## src/rtl/die_roll_engine_if.sv

```systemverilog
// Roll-request, TRNG and result handshake bundle for die_roll_engine.
// slave = the engine, master = the requester / TRNG / result consumer side.
interface die_roll_engine_if #(
  parameter int unsigned RAND_W = 8,
  parameter int unsigned CNT_W  = 4,
  parameter int unsigned SUM_W  = 10
);
  logic              i_req_valid;
  logic              o_req_ready;
  logic [2:0]        i_die_sel;
  logic [CNT_W-1:0]  i_count;
  logic              o_stop;
  logic              i_valid;
  logic [RAND_W-1:0] i_randomData;
  logic              o_valid;
  logic              i_ready;
  logic [SUM_W-1:0]  o_sum;
  logic              o_err;

  modport slave (
    input  i_req_valid, i_die_sel, i_count, i_valid, i_randomData, i_ready,
    output o_req_ready, o_stop, o_valid, o_sum, o_err
  );

  modport master (
    output i_req_valid, i_die_sel, i_count, i_valid, i_randomData, i_ready,
    input  o_req_ready, o_stop, o_valid, o_sum, o_err
  );
endinterface

```

## src/rtl/die_roll_engine.sv

```systemverilog
// Multi-die roller: one TRNG sample per die, modulo bias removed by rejection sampling.
// Optional statistics counters are enabled by defining DIE_ROLL_STATS_EN.
module die_roll_engine #(
  parameter int unsigned RAND_W   = 8,
  parameter int unsigned MAX_DICE = 8,
  parameter int unsigned CNT_W    = 4,
  parameter int unsigned SUM_W    = 10,
  parameter int unsigned TIMEOUT  = 4096
) (
  input  logic i_clk,
  input  logic i_reset_n,
  die_roll_engine_if.slave bus
`ifdef DIE_ROLL_STATS_EN
  ,
  output logic [15:0] o_reject_cnt,
  output logic [15:0] o_roll_cnt
`endif
);

  localparam logic [2:0] S_IDLE  = 3'd0;
  localparam logic [2:0] S_REQ   = 3'd1;
  localparam logic [2:0] S_CHECK = 3'd2;
  localparam logic [2:0] S_ACCUM = 3'd3;
  localparam logic [2:0] S_DONE  = 3'd4;

  localparam int unsigned TO_W = $clog2(TIMEOUT);
  localparam logic [TO_W-1:0] TO_LAST = TO_W'(TIMEOUT - 1);

  // Largest multiple of the face count that fits in RAND_W bits; samples at or
  // above it are rejected so every face stays equally likely.
  function automatic logic [RAND_W:0] limit_of(input int unsigned sides);
    longint unsigned span;
    span = 64'd1 << RAND_W;
    return (RAND_W + 1)'((span / 64'(sides)) * 64'(sides));
  endfunction

  localparam logic [RAND_W:0] LIM_D4   = limit_of(4);
  localparam logic [RAND_W:0] LIM_D6   = limit_of(6);
  localparam logic [RAND_W:0] LIM_D8   = limit_of(8);
  localparam logic [RAND_W:0] LIM_D10  = limit_of(10);
  localparam logic [RAND_W:0] LIM_D12  = limit_of(12);
  localparam logic [RAND_W:0] LIM_D20  = limit_of(20);
  localparam logic [RAND_W:0] LIM_D100 = limit_of(100);

  logic [2:0]        state_q,  state_d;
  logic [2:0]        sel_q,    sel_d;
  logic [CNT_W-1:0]  rem_q,    rem_d;
  logic [RAND_W-1:0] sample_q, sample_d;
  logic [SUM_W-1:0]  sum_q,    sum_d;
  logic              err_q,    err_d;
  logic [TO_W-1:0]   to_q,     to_d;

  logic [RAND_W-1:0] mod_w;
  logic [RAND_W:0]   lim_w;
  logic [RAND_W-1:0] face_w;
  logic              reject_w;
  logic              bad_req_w;

  always_comb begin
    mod_w = '0;
    lim_w = LIM_D4;
    case (sel_q)
      3'd0: begin mod_w = sample_q % RAND_W'(4);   lim_w = LIM_D4;   end
      3'd1: begin mod_w = sample_q % RAND_W'(6);   lim_w = LIM_D6;   end
      3'd2: begin mod_w = sample_q % RAND_W'(8);   lim_w = LIM_D8;   end
      3'd3: begin mod_w = sample_q % RAND_W'(10);  lim_w = LIM_D10;  end
      3'd4: begin mod_w = sample_q % RAND_W'(12);  lim_w = LIM_D12;  end
      3'd5: begin mod_w = sample_q % RAND_W'(20);  lim_w = LIM_D20;  end
      3'd6: begin mod_w = sample_q % RAND_W'(100); lim_w = LIM_D100; end
      default: ;
    endcase
  end

  assign face_w    = mod_w + RAND_W'(1);
  assign reject_w  = {1'b0, sample_q} >= lim_w;
  assign bad_req_w = (bus.i_die_sel == 3'd7) || (bus.i_count == '0) ||
                     (32'(bus.i_count) > MAX_DICE);

  always_comb begin
    state_d  = state_q;
    sel_d    = sel_q;
    rem_d    = rem_q;
    sample_d = sample_q;
    sum_d    = sum_q;
    err_d    = err_q;
    to_d     = to_q;
    case (state_q)
      S_IDLE: begin
        if (bus.i_req_valid) begin
          sel_d = bus.i_die_sel;
          rem_d = bus.i_count;
          sum_d = '0;
          err_d = 1'b0;
          to_d  = '0;
          if (bad_req_w) begin
            err_d   = 1'b1;
            state_d = S_DONE;
          end else begin
            state_d = S_REQ;
          end
        end
      end
      S_REQ: begin
        if (bus.i_valid) begin
          sample_d = bus.i_randomData;
          to_d     = '0;
          state_d  = S_CHECK;
        end else if (to_q == TO_LAST) begin
          err_d   = 1'b1;
          sum_d   = '0;
          state_d = S_DONE;
        end else begin
          to_d = to_q + TO_W'(1);
        end
      end
      S_CHECK: begin
        state_d = reject_w ? S_REQ : S_ACCUM;
      end
      S_ACCUM: begin
        sum_d   = sum_q + SUM_W'(face_w);
        rem_d   = rem_q - CNT_W'(1);
        state_d = (rem_q == CNT_W'(1)) ? S_DONE : S_REQ;
      end
      S_DONE: begin
        if (bus.i_ready) state_d = S_IDLE;
      end
      default: state_d = S_IDLE;
    endcase
  end

  always_ff @(posedge i_clk or negedge i_reset_n) begin
    if (!i_reset_n) begin
      state_q  <= S_IDLE;
      sel_q    <= '0;
      rem_q    <= '0;
      sample_q <= '0;
      sum_q    <= '0;
      err_q    <= 1'b0;
      to_q     <= '0;
    end else begin
      state_q  <= state_d;
      sel_q    <= sel_d;
      rem_q    <= rem_d;
      sample_q <= sample_d;
      sum_q    <= sum_d;
      err_q    <= err_d;
      to_q     <= to_d;
    end
  end

  // Decoded straight from state so an async reset raises o_stop without a clock.
  assign bus.o_req_ready = (state_q == S_IDLE);
  assign bus.o_stop      = (state_q != S_REQ);
  assign bus.o_valid     = (state_q == S_DONE);
  assign bus.o_sum       = sum_q;
  assign bus.o_err       = err_q;

`ifdef DIE_ROLL_STATS_EN
  logic [15:0] reject_q;
  logic [15:0] roll_q;

  always_ff @(posedge i_clk or negedge i_reset_n) begin
    if (!i_reset_n) begin
      reject_q <= '0;
      roll_q   <= '0;
    end else begin
      if ((state_q == S_CHECK) && reject_w && (reject_q != '1))
        reject_q <= reject_q + 16'd1;
      if ((state_q == S_DONE) && bus.i_ready && !err_q && (roll_q != '1))
        roll_q <= roll_q + 16'd1;
    end
  end

  assign o_reject_cnt = reject_q;
  assign o_roll_cnt   = roll_q;
`endif

endmodule

```

## src/flat_wrapper.sv

```systemverilog
// flat-port wrapper written by rule: the top's interface ports become plain ports
module die_roll_engine_flat 
#(
  parameter int unsigned RAND_W   = 8,
  parameter int unsigned MAX_DICE = 8,
  parameter int unsigned CNT_W    = 4,
  parameter int unsigned SUM_W    = 10,
  parameter int unsigned TIMEOUT  = 4096
)
  (i_clk, i_reset_n, bus_i_req_valid, bus_i_die_sel, bus_i_count, bus_i_valid, bus_i_randomData, bus_i_ready, bus_o_req_ready, bus_o_stop, bus_o_valid, bus_o_sum, bus_o_err);
  die_roll_engine_if #(.RAND_W(RAND_W), .CNT_W(CNT_W), .SUM_W(SUM_W)) bus_i ();
  input  logic i_clk;
  input  logic i_reset_n;
  input wire logic [$bits(bus_i.i_req_valid)-1:0] bus_i_req_valid;
  input wire logic [$bits(bus_i.i_die_sel)-1:0] bus_i_die_sel;
  input wire logic [$bits(bus_i.i_count)-1:0] bus_i_count;
  input wire logic [$bits(bus_i.i_valid)-1:0] bus_i_valid;
  input wire logic [$bits(bus_i.i_randomData)-1:0] bus_i_randomData;
  input wire logic [$bits(bus_i.i_ready)-1:0] bus_i_ready;
  output wire logic [$bits(bus_i.o_req_ready)-1:0] bus_o_req_ready;
  output wire logic [$bits(bus_i.o_stop)-1:0] bus_o_stop;
  output wire logic [$bits(bus_i.o_valid)-1:0] bus_o_valid;
  output wire logic [$bits(bus_i.o_sum)-1:0] bus_o_sum;
  output wire logic [$bits(bus_i.o_err)-1:0] bus_o_err;
  assign bus_i.i_req_valid = bus_i_req_valid;
  assign bus_i.i_die_sel = bus_i_die_sel;
  assign bus_i.i_count = bus_i_count;
  assign bus_i.i_valid = bus_i_valid;
  assign bus_i.i_randomData = bus_i_randomData;
  assign bus_i.i_ready = bus_i_ready;
  assign bus_o_req_ready = bus_i.o_req_ready;
  assign bus_o_stop = bus_i.o_stop;
  assign bus_o_valid = bus_i.o_valid;
  assign bus_o_sum = bus_i.o_sum;
  assign bus_o_err = bus_i.o_err;
  die_roll_engine #(.RAND_W(RAND_W), .MAX_DICE(MAX_DICE), .CNT_W(CNT_W), .SUM_W(SUM_W), .TIMEOUT(TIMEOUT)) u_core (.i_clk(i_clk), .i_reset_n(i_reset_n), .bus(bus_i));
endmodule
```

## config.mk

```make
export PLATFORM = sky130hd
export DESIGN_NAME = die_roll_engine_flat
export DESIGN_NICKNAME = d
export VERILOG_FILES = /design/src/rtl/die_roll_engine_if.sv /design/src/rtl/die_roll_engine.sv /design/src/flat_wrapper.sv
export SDC_FILE = /design/constraint.sdc
export NUM_CORES = 1
export LEC_CHECK = 0
export CORE_MARGIN = 4
export CORE_UTILIZATION = 35
export CTS_BUF_LIST = sky130_fd_sc_hd__clkbuf_8
export CTS_CLUSTER_DIAMETER = 150
export DETAILED_ROUTE_END_ITERATION = 10
export GPL_ROUTABILITY_DRIVEN = 0
export PLACE_DENSITY = 0.65
export SKIP_LAST_GASP = 1
export SYNTH_ARGS = -nofsm -noshare
export SYNTH_HDL_FRONTEND = slang
export SYNTH_SLANG_ARGS = --single-unit
```

## constraint.sdc

```tcl
create_clock -name i_clk -period 14.8 [get_ports i_clk]
set_clock_uncertainty 0.05 [all_clocks]
set_input_delay 1.48 -clock i_clk [delete_from_list [all_inputs] [get_ports i_clk]]
set_output_delay 1.48 -clock i_clk [all_outputs]
set_load 0.01 [all_outputs]
```

==> summary.md, run 1 <==
| Metric | Value |
|---|---|
| Cell area after synthesis | between 4000 and 5000 µm² |
| Minimum clock period after layout | 12.07 ns |
| IO Port Bufs | 33 |
| Layout Area Growth over Synthesis | 11.97% |
| Proportion of layout cells with a drive suffix above 1 | under 10% |
| Count of routing violations after the opening detailed-route iteration | 142 |
| Average via count per standard cell | ~5.5 |
| Vias after detailed routing | 3664 |
| Number of buffers inserted during clock tree synthesis | 5 |
| Startpoint types | flip-flop |
| Outcome | finished, final reports clean |
| Fillcell total | 1161 |
| Total iterations of the first detailed-routing run | 5 |
| Clock tree root driver cell | sky130_fd_sc_hd__clkbuf_8 |
| Cell types occupying the most area after synthesis | sky130_fd_sc_hd__dfrtp_1 25%, sky130_fd_sc_hd__ha_1 14%, sky130_fd_sc_hd__nand2_1 4.5% |
| Total DRC errors in the routed layout | 0 |
| Worst-skew pair later-pin latency | 0.30 ns |
| Reg-to-reg slack, setup | 2.73 ns |
| Post-CTS repair timing setup buffer count | 0 |
| Remaining Overflow, GRT | 0 |
| Arrival time of the worst setup path | approximately 12 ns |
| Biggest cell delay along the critical path | around 0.59 ns |
| Die Span Y | around 120 µm |
| Total of max-cap violations | 0 |
| Most frequent standard cell in the layout excluding fill and tap cells | sky130_fd_sc_hd__nand2_1 |
| TritonCTS Sinks | 41 |
| Slew margin rel. | a little under two fifths |
| Wire length of the first global-routing pass | 17380 µm |
| Number of standard cells after synthesis | 500 |
| H-tree level count | 2 |
| Pin count of the biggest net entering global routing | between 40 and 50 |
| Count of cell types in the netlist | between 70 and 80 |
| Area taken by multi-input logic gates | 2953 µm² |
| Post-detailed-placement cell area | 4582 µm² |
| Register area | around 1000 µm² |
| Total instance count after detailed placement | roughly 660 |
| Total of warnings raised by yosys | 0 |
| Prevailing post-synth register cell | sky130_fd_sc_hd__dfrtp_1 |
| Pin slew with the least headroom to its limit | between 0.9 and 1 ns |
| Fmax | between 80 and 90 MHz |
| Number of storage elements in the synthesis netlist | 41 |
| Clock input transition at the sequential cells of the worst setup and hold paths | 0.08 ns |
| Area of the die | ~14000 µm² |
| Worst reg-to-reg path cell count | 47 |
| Unrepaired setup endpoints after global routing | false |
| Vias in the first global route | 3688 |
| Boundary Pins | 34 |
| Sequential cell area fraction in the yosys report | between 20 and 25% |
| Count of hold-fix buffers inserted at cts | 0 |
| Die Span X | about 120 µm |
| Final hold violation count | 0 |
| Post-synth top area cell | sky130_fd_sc_hd__dfrtp_1 |
| Final net count | 590 |
| Initial standard-cell utilization of the core | 36.20% |
| Cell depth of the worst min-delay path | 1 |
| Number of nets with antenna violations after routing | 0 |
| CTS tree | yes |
| Post-synthesis async set-or-reset flop share | 100.0% |
| Number of max-slew violations in the final report | 0 |
| Kind of end point of the critical path | flip-flop |
| Count of flip-flops with a built-in enable after synthesis | 0 |
| Number of antenna violations at the first check in global routing | 0 |
| Final cell count without fillers | 665 |
| Top cell type's share of synthesized area | around a quarter |
| Data required time at the worst endpoint | approximately 15 ns |
| WL/cell | ~15 µm |
| Crit path kind | reg2reg |
| Cell repeated most along the worst path | sky130_fd_sc_hd__ha_1 |
| Syn_area_per_cell | 8.338 µm² |
| Gates resized, CTS repair | 0 |
| Area of the core | approximately 12000 µm² |
| Worst-path fanout max | 15 |
| Worst hold slack across all endpoints | 0.4598 ns |
| Clock Path Buffers | 2 |
| WL final | about 10000 µm |
| Most frequent cells in the layout | 50 x sky130_fd_sc_hd__nand2_1, 48 x sky130_fd_sc_hd__ha_1, 41 x sky130_fd_sc_hd__dfrtp_1 |
| Total global-route track usage | between 10% and 20% |
| Cell with the largest stage delay on the worst path | sky130_fd_sc_hd__dfrtp_1 |
| Worst hold path type | reg2reg |
| Row cnt | 39 |
| Final Cycle Share | around four fifths |
| Count of inserted antenna diode cells | 0 |
| Post-Synthesis Net Count | between 500 and 600 |
| Final setup violation count | 0 |
| Post-DP HPWL | 7810 µm |
| Finished layout cell area | around 4700 µm² |
| Setup TNS | 0 ns |
## kinds of logic after synthesis
group / Yosys count / synth area share, %
and+or+nand+nor: 186 / 23.32
AOI/OAI and AO/OA: 134 / 22.00
adders and majority gates: 49 / 14.89
buffers and inverters: 44 / 4.562
DFF: 41 / 24.61
xor gates and xnor gates: 27 / 5.672
muxes: 19 / 4.952
## stage by stage
step	util (%)	setup slack (ns)
3_5_place_dp	39.79	2.835
2_1_floorplan	-	4.042
4_1_cts	40.54	2.804
5_1_grt	40.54	1.794
6_report	40.54	2.731
3_3_place_gp	39.79	3.294
## flip-flops by register name, summed over array words and instances (netlist names)
register,cells
u_core.sel_q,3
u_core.to_q,12
u_core.sample_q,8
u_core.bus.o_err,1
u_core.state_q,3
u_core.rem_q,4
u_core.bus.o_sum,10
## area by class of cell
type	instances	area share (%)
repair buffers	33	6.969
clock buffers	5	1.474
flip-flops and latches	41	21.98
clock inverters	3	0.3752
inverters	25	2.117
well taps	143	3.833
multi-input cells	415	63.25
## final timing paths
path | from | end
setup / recovery | u_core.sel_q[2] | u_core.bus.o_sum[9]
hold / removal | u_core.to_q[3] | u_core.to_q[3]
setup reg to reg | u_core.sel_q[2] | u_core.bus.o_sum[9]
hold reg to reg | u_core.to_q[3] | u_core.to_q[3]
max in group asynchronous | i_reset_n | u_core.bus.o_sum[1]
min in group asynchronous | i_reset_n | u_core.rem_q[1]
## critical path: cells and delay by family, from the launching register on
kind / cells / cell delay (ns)
XOR/XNOR: 1 / 0.17
buffers and inverters: 2 / 0.14
multiplexers: 5 / 1.35
AO/OA/AOI/OAI: 20 / 4.68
adder cells (fa/ha/maj): 8 / 2.46
flip-flops: 1 / 0.59
AND/OR/NAND/NOR: 11 / 2.45
## layer usage
metal | track usage (%) | wire (µm) | up-vias
met5 | 0 | 0 | -
met4 | 4.128 | 144 | 0
met3 | 1.851 | 419 | 14
met2 | 26.47 | 4776 | 96
met1 | 20.78 | 4553 | 1705
li1 | - | - | 1849
## Yosys cell counts, types with 2 or more instances
cell and instances:
sky130_fd_sc_hd__a21bo_2 2, sky130_fd_sc_hd__a21o_1 13, sky130_fd_sc_hd__a21oi_1 29, sky130_fd_sc_hd__a22o_1 2, sky130_fd_sc_hd__a31oi_1 6, sky130_fd_sc_hd__and2_1 4
sky130_fd_sc_hd__and3_1 6, sky130_fd_sc_hd__and3b_1 4, sky130_fd_sc_hd__buf_2 4, sky130_fd_sc_hd__buf_6 2, sky130_fd_sc_hd__clkbuf_1 13, sky130_fd_sc_hd__dfrtp_1 41
sky130_fd_sc_hd__ha_1 48, sky130_fd_sc_hd__inv_1 23, sky130_fd_sc_hd__mux2_2 10, sky130_fd_sc_hd__mux2i_1 8, sky130_fd_sc_hd__nand2_1 50, sky130_fd_sc_hd__nand2b_1 6
sky130_fd_sc_hd__nand3_1 15, sky130_fd_sc_hd__nand3b_1 5, sky130_fd_sc_hd__nand4_1 4, sky130_fd_sc_hd__nor2_1 40, sky130_fd_sc_hd__nor2b_1 10, sky130_fd_sc_hd__nor3_1 13
sky130_fd_sc_hd__nor3_2 2, sky130_fd_sc_hd__nor3b_1 6, sky130_fd_sc_hd__nor4_1 2, sky130_fd_sc_hd__nor4b_1 2, sky130_fd_sc_hd__o211ai_1 5, sky130_fd_sc_hd__o21a_1 6
sky130_fd_sc_hd__o21ai_0 37, sky130_fd_sc_hd__o21ai_1 2, sky130_fd_sc_hd__o21bai_1 2, sky130_fd_sc_hd__o22ai_1 2, sky130_fd_sc_hd__o31a_1 2, sky130_fd_sc_hd__o31ai_1 3
sky130_fd_sc_hd__o32a_1 2, sky130_fd_sc_hd__or2_2 4, sky130_fd_sc_hd__or3_1 5, sky130_fd_sc_hd__xnor2_1 16, sky130_fd_sc_hd__xor2_1 11
Power of run 1 is not shown: default switching activity piles up to over one toggle a cycle in this logic, so the estimate is an artifact.
==> run 2, diff against run 1 <==
--- a/config.mk
+++ b/config.mk
@@ -11,7 +11,7 @@
 export CTS_CLUSTER_DIAMETER = 150
 export DETAILED_ROUTE_END_ITERATION = 10
 export GPL_ROUTABILITY_DRIVEN = 0
-export PLACE_DENSITY = 0.65
+export PLACE_DENSITY = 0.67
 export SKIP_LAST_GASP = 1
 export SYNTH_ARGS = -nofsm -noshare
 export SYNTH_HDL_FRONTEND = slang
==> constraint.sdc (replaced) <==
create_clock -name i_clk -period 10.3 [get_ports i_clk]
set_clock_uncertainty 0.05 [all_clocks]
set_input_delay 1.03 -clock i_clk [delete_from_list [all_inputs] [get_ports i_clk]]
set_output_delay 1.03 -clock i_clk [all_outputs]
set_load 0.01 [all_outputs]
==> summary.md, run 2 (synthesized netlist as in run 1, its figures left out) <==
| Metric | Value |
|---|---|
| Count of inserted antenna diode cells | 0 (unchanged) |
| Clock tree root driver cell | sky130_fd_sc_hd__clkbuf_8 (unchanged) |
| Category of cells accounting for the largest share of critical-path delay | compound AO/OA/AOI/OAI gates (unchanged) |
| Boundary Pins | 34 (unchanged) |
| Fillcell total | 1073 (was 1161) |
| Number of buffers and inverters on the critical path | 3 (was 2) |
| Remaining Overflow, GRT | 0 (unchanged) |
| Total global-route track usage | 16.71% (was 15.51%) |
| Worst-case hold path end point | u_core.to_q[6] (was u_core.to_q[3]) |
| Row cnt | 39 (unchanged) |
| Total DRC errors in the routed layout | 0 (unchanged) |
| Startpoint types | flip-flop (unchanged) |
| Cell depth of the worst min-delay path | 1 (unchanged) |
| Fmax | 96.26 MHz (was 82.85 MHz) |
| Worst reg-to-reg path cell count | 47 (unchanged) |
| Kind of end point of the critical path | flip-flop (unchanged) |
| H-tree level count | 2 (unchanged) |
| Total instance count after detailed placement | 681 (was 657) |
| Total iterations of the first detailed-routing run | 4 (was 5) |
| Worst-path fanout max | 6 (was 15) |
| Crit path kind | reg2reg (unchanged) |
| Hold_sp | u_core.to_q[6] (was u_core.to_q[3]) |
| TritonCTS Sinks | 41 (unchanged) |
| Failing checks | setup timing |
| Proportion of layout cells with a drive suffix above 1 | 25.48% (was 8.429%) |
| Layout Area Growth over Synthesis | 30.76% (was 11.97%) |
| Unrepaired setup endpoints after global routing | true (was false) |
| Number of nets with antenna violations after routing | 0 (unchanged) |
| Reg-to-reg slack, setup | -0.09 ns (was 2.73 ns) |
| Wire length of the first global-routing pass | 18730 µm (was 17380 µm) |
| Number of antenna violations at the first check in global routing | 0 (unchanged) |
| Final setup violation count | 2 (was 0) |
| Number of buffers inserted during clock tree synthesis | 5 (unchanged) |
| Pin count of the biggest net entering global routing | 42 (unchanged) |
| Slew margin rel. | 35.58% (was 37.71%) |
| Count of routing violations after the opening detailed-route iteration | 284 (was 142) |
| Final net count | 641 (was 590) |
| Average via count per standard cell | 5.554 (was 5.510) |
| Pin slew with the least headroom to its limit | 0.9663 ns (was 0.9343 ns) |
| Clock Path Buffers | 2 (unchanged) |
| Most frequent standard cell in the layout excluding fill and tap cells | sky130_fd_sc_hd__nand2_1 (unchanged) |
| IO Port Bufs | 33 (unchanged) |
| Data required time at the worst endpoint | 10.42 ns (was 14.92 ns) |
| Number of max-slew violations in the final report | 0 (unchanged) |
| Minimum clock period after layout | 10.39 ns (was 12.07 ns) |
| Worst hold slack across all endpoints | 0.4718 ns (was 0.4598 ns) |
| Final Cycle Share | 100.9% (was 81.55%) |
| Final hold violation count | 0 (unchanged) |
| Clock input transition at the sequential cells of the worst setup and hold paths | 0.10 ns (was 0.08 ns) |
| Largest register FFs | 12 (unchanged) |
| Post-DP HPWL | 8445 µm (was 7810 µm) |
| Setup TNS | -0.1016 ns (was 0 ns) |
| Vias after detailed routing | 3977 (was 3664) |
| Total of max-cap violations | 0 (unchanged) |
| Biggest cell delay along the critical path | 0.42 ns (was 0.59 ns) |
| Arrival time of the worst setup path | 10.51 ns (was 12.19 ns) |
| Initial standard-cell utilization of the core | 36.20% (unchanged) |
| Most frequent cells in the layout | 49 x sky130_fd_sc_hd__nand2_1, 48 x sky130_fd_sc_hd__buf_4, 41 x sky130_fd_sc_hd__dfrtp_1 (was 50 x sky130_fd_sc_hd__nand2_1, 48 x sky130_fd_sc_hd__ha_1, 41 x sky130_fd_sc_hd__dfrtp_1) |
| Vias in the first global route | 3964 (was 3688) |
| Outcome | finished with violations (was finished, final reports clean) |
| Count of hold-fix buffers inserted at cts | 0 (unchanged) |
| Area of the core | 11520 µm² (unchanged) |
| Cell with the largest stage delay on the worst path | sky130_fd_sc_hd__dfrtp_1 (unchanged) |
| CTS tree | yes (unchanged) |
| Area of the die | 13720 µm² (unchanged) |
| WL/cell | 16.27 µm (was 14.88 µm) |
| Worst hold path type | reg2reg (unchanged) |
| WL final | 11650 µm (was 9893 µm) |
| Top reg by flops | u_core.to_q (unchanged) |
| Worst reg2reg startpoint | u_core.sel_q[1] (was u_core.sel_q[2]) |
| Final cell count without fillers | 716 (was 665) |
| Final Worst Setup Slack | -0.08886 ns (was 2.731 ns) |
| Worst-skew pair later-pin latency | 0.31 ns (was 0.30 ns) |
| Die Span X | 117.1 µm (unchanged) |
| Reg2Reg Capture Point | u_core.bus.o_sum[9] (unchanged) |
| Die Span Y | 117.1 µm (unchanged) |
[run 2: cell types whose count changed in the layout (fill, tap and decap cells not counted), sizes merged]
cell,before,now
clkinv,3,2
inv,24,25
buf,1,52
[run 2: worst register-to-register path, delay by kind of cell (launching register included)]
kind	cells	cell delay, ns
compound gates	22	4.70
xor+xnor	2	0.30
fa+ha+maj	7	1.94
buf+inv	3	0.40
flops	1	0.42
mux	4	1.05
simple gates	9	1.42
[run 2: worst max-delay path by stage]
stage / startpoint / endpoint / cells past startpoint / slack [ns]
6_report: u_core.sel_q[1] / u_core.bus.o_sum[9] / 47 / -0.09
5_1_grt: u_core.sel_q[1] / u_core.bus.o_sum[9] / 46 / -0.41
4_1_cts: u_core.sel_q[0] / u_core.bus.o_sum[9] / 49 / 0.006
3_5_place_dp: u_core.sel_q[0] / u_core.bus.o_sum[9] / 50 / -0.31
3_3_place_gp: u_core.sel_q[0] / u_core.bus.o_sum[9] / 48 / 0.08
2_1_floorplan: u_core.sel_q[0] / u_core.bus.o_sum[9] / 48 / 0.0009
[run 2: what timing repair did]
action,4_1_cts,5_1_grt
endpoints found under the setup margin,3,5
gates resized for setup,15,46
pin swaps,9,53
buffers inserted,11,16
[run 2: metrics by stage]
| step | util [%] | worst slack, ns | instance area (µm²) |
|---|---|---|---|
| detailed placement | 41.89 | -0.3104 | 4825 |
| floorplan | - | 0.0008873 | 4232 |
| CTS | 44.24 | 0.005867 | 5095 |
| finish | 47.34 | -0.08886 | 5451 |
| global placement | 41.89 | 0.08379 | 4825 |
| global route | 47.34 | -0.4141 | 5451 |
[run 2: per-layer routing]
layer,global-route usage [%],part of all wire (%)
met3,1.954,3.0
met5,0,0
met2,29.68,51
met4,3.823,1.2
met1,21.69,45
[run 2: final cells by class]
cell class	count	area (µm²)	area share (%)
multi-input combinational	415	3338	61.23
clock buffer	5	68.82	1.262
inverter	25	98.84	1.813
sequential	41	1026	18.82
tap	143	178.9	3.282
clock inverter	3	21.27	0.3902
timing repair buffer	84	719.4	13.20
Power of run 2 is left out for the same reason.
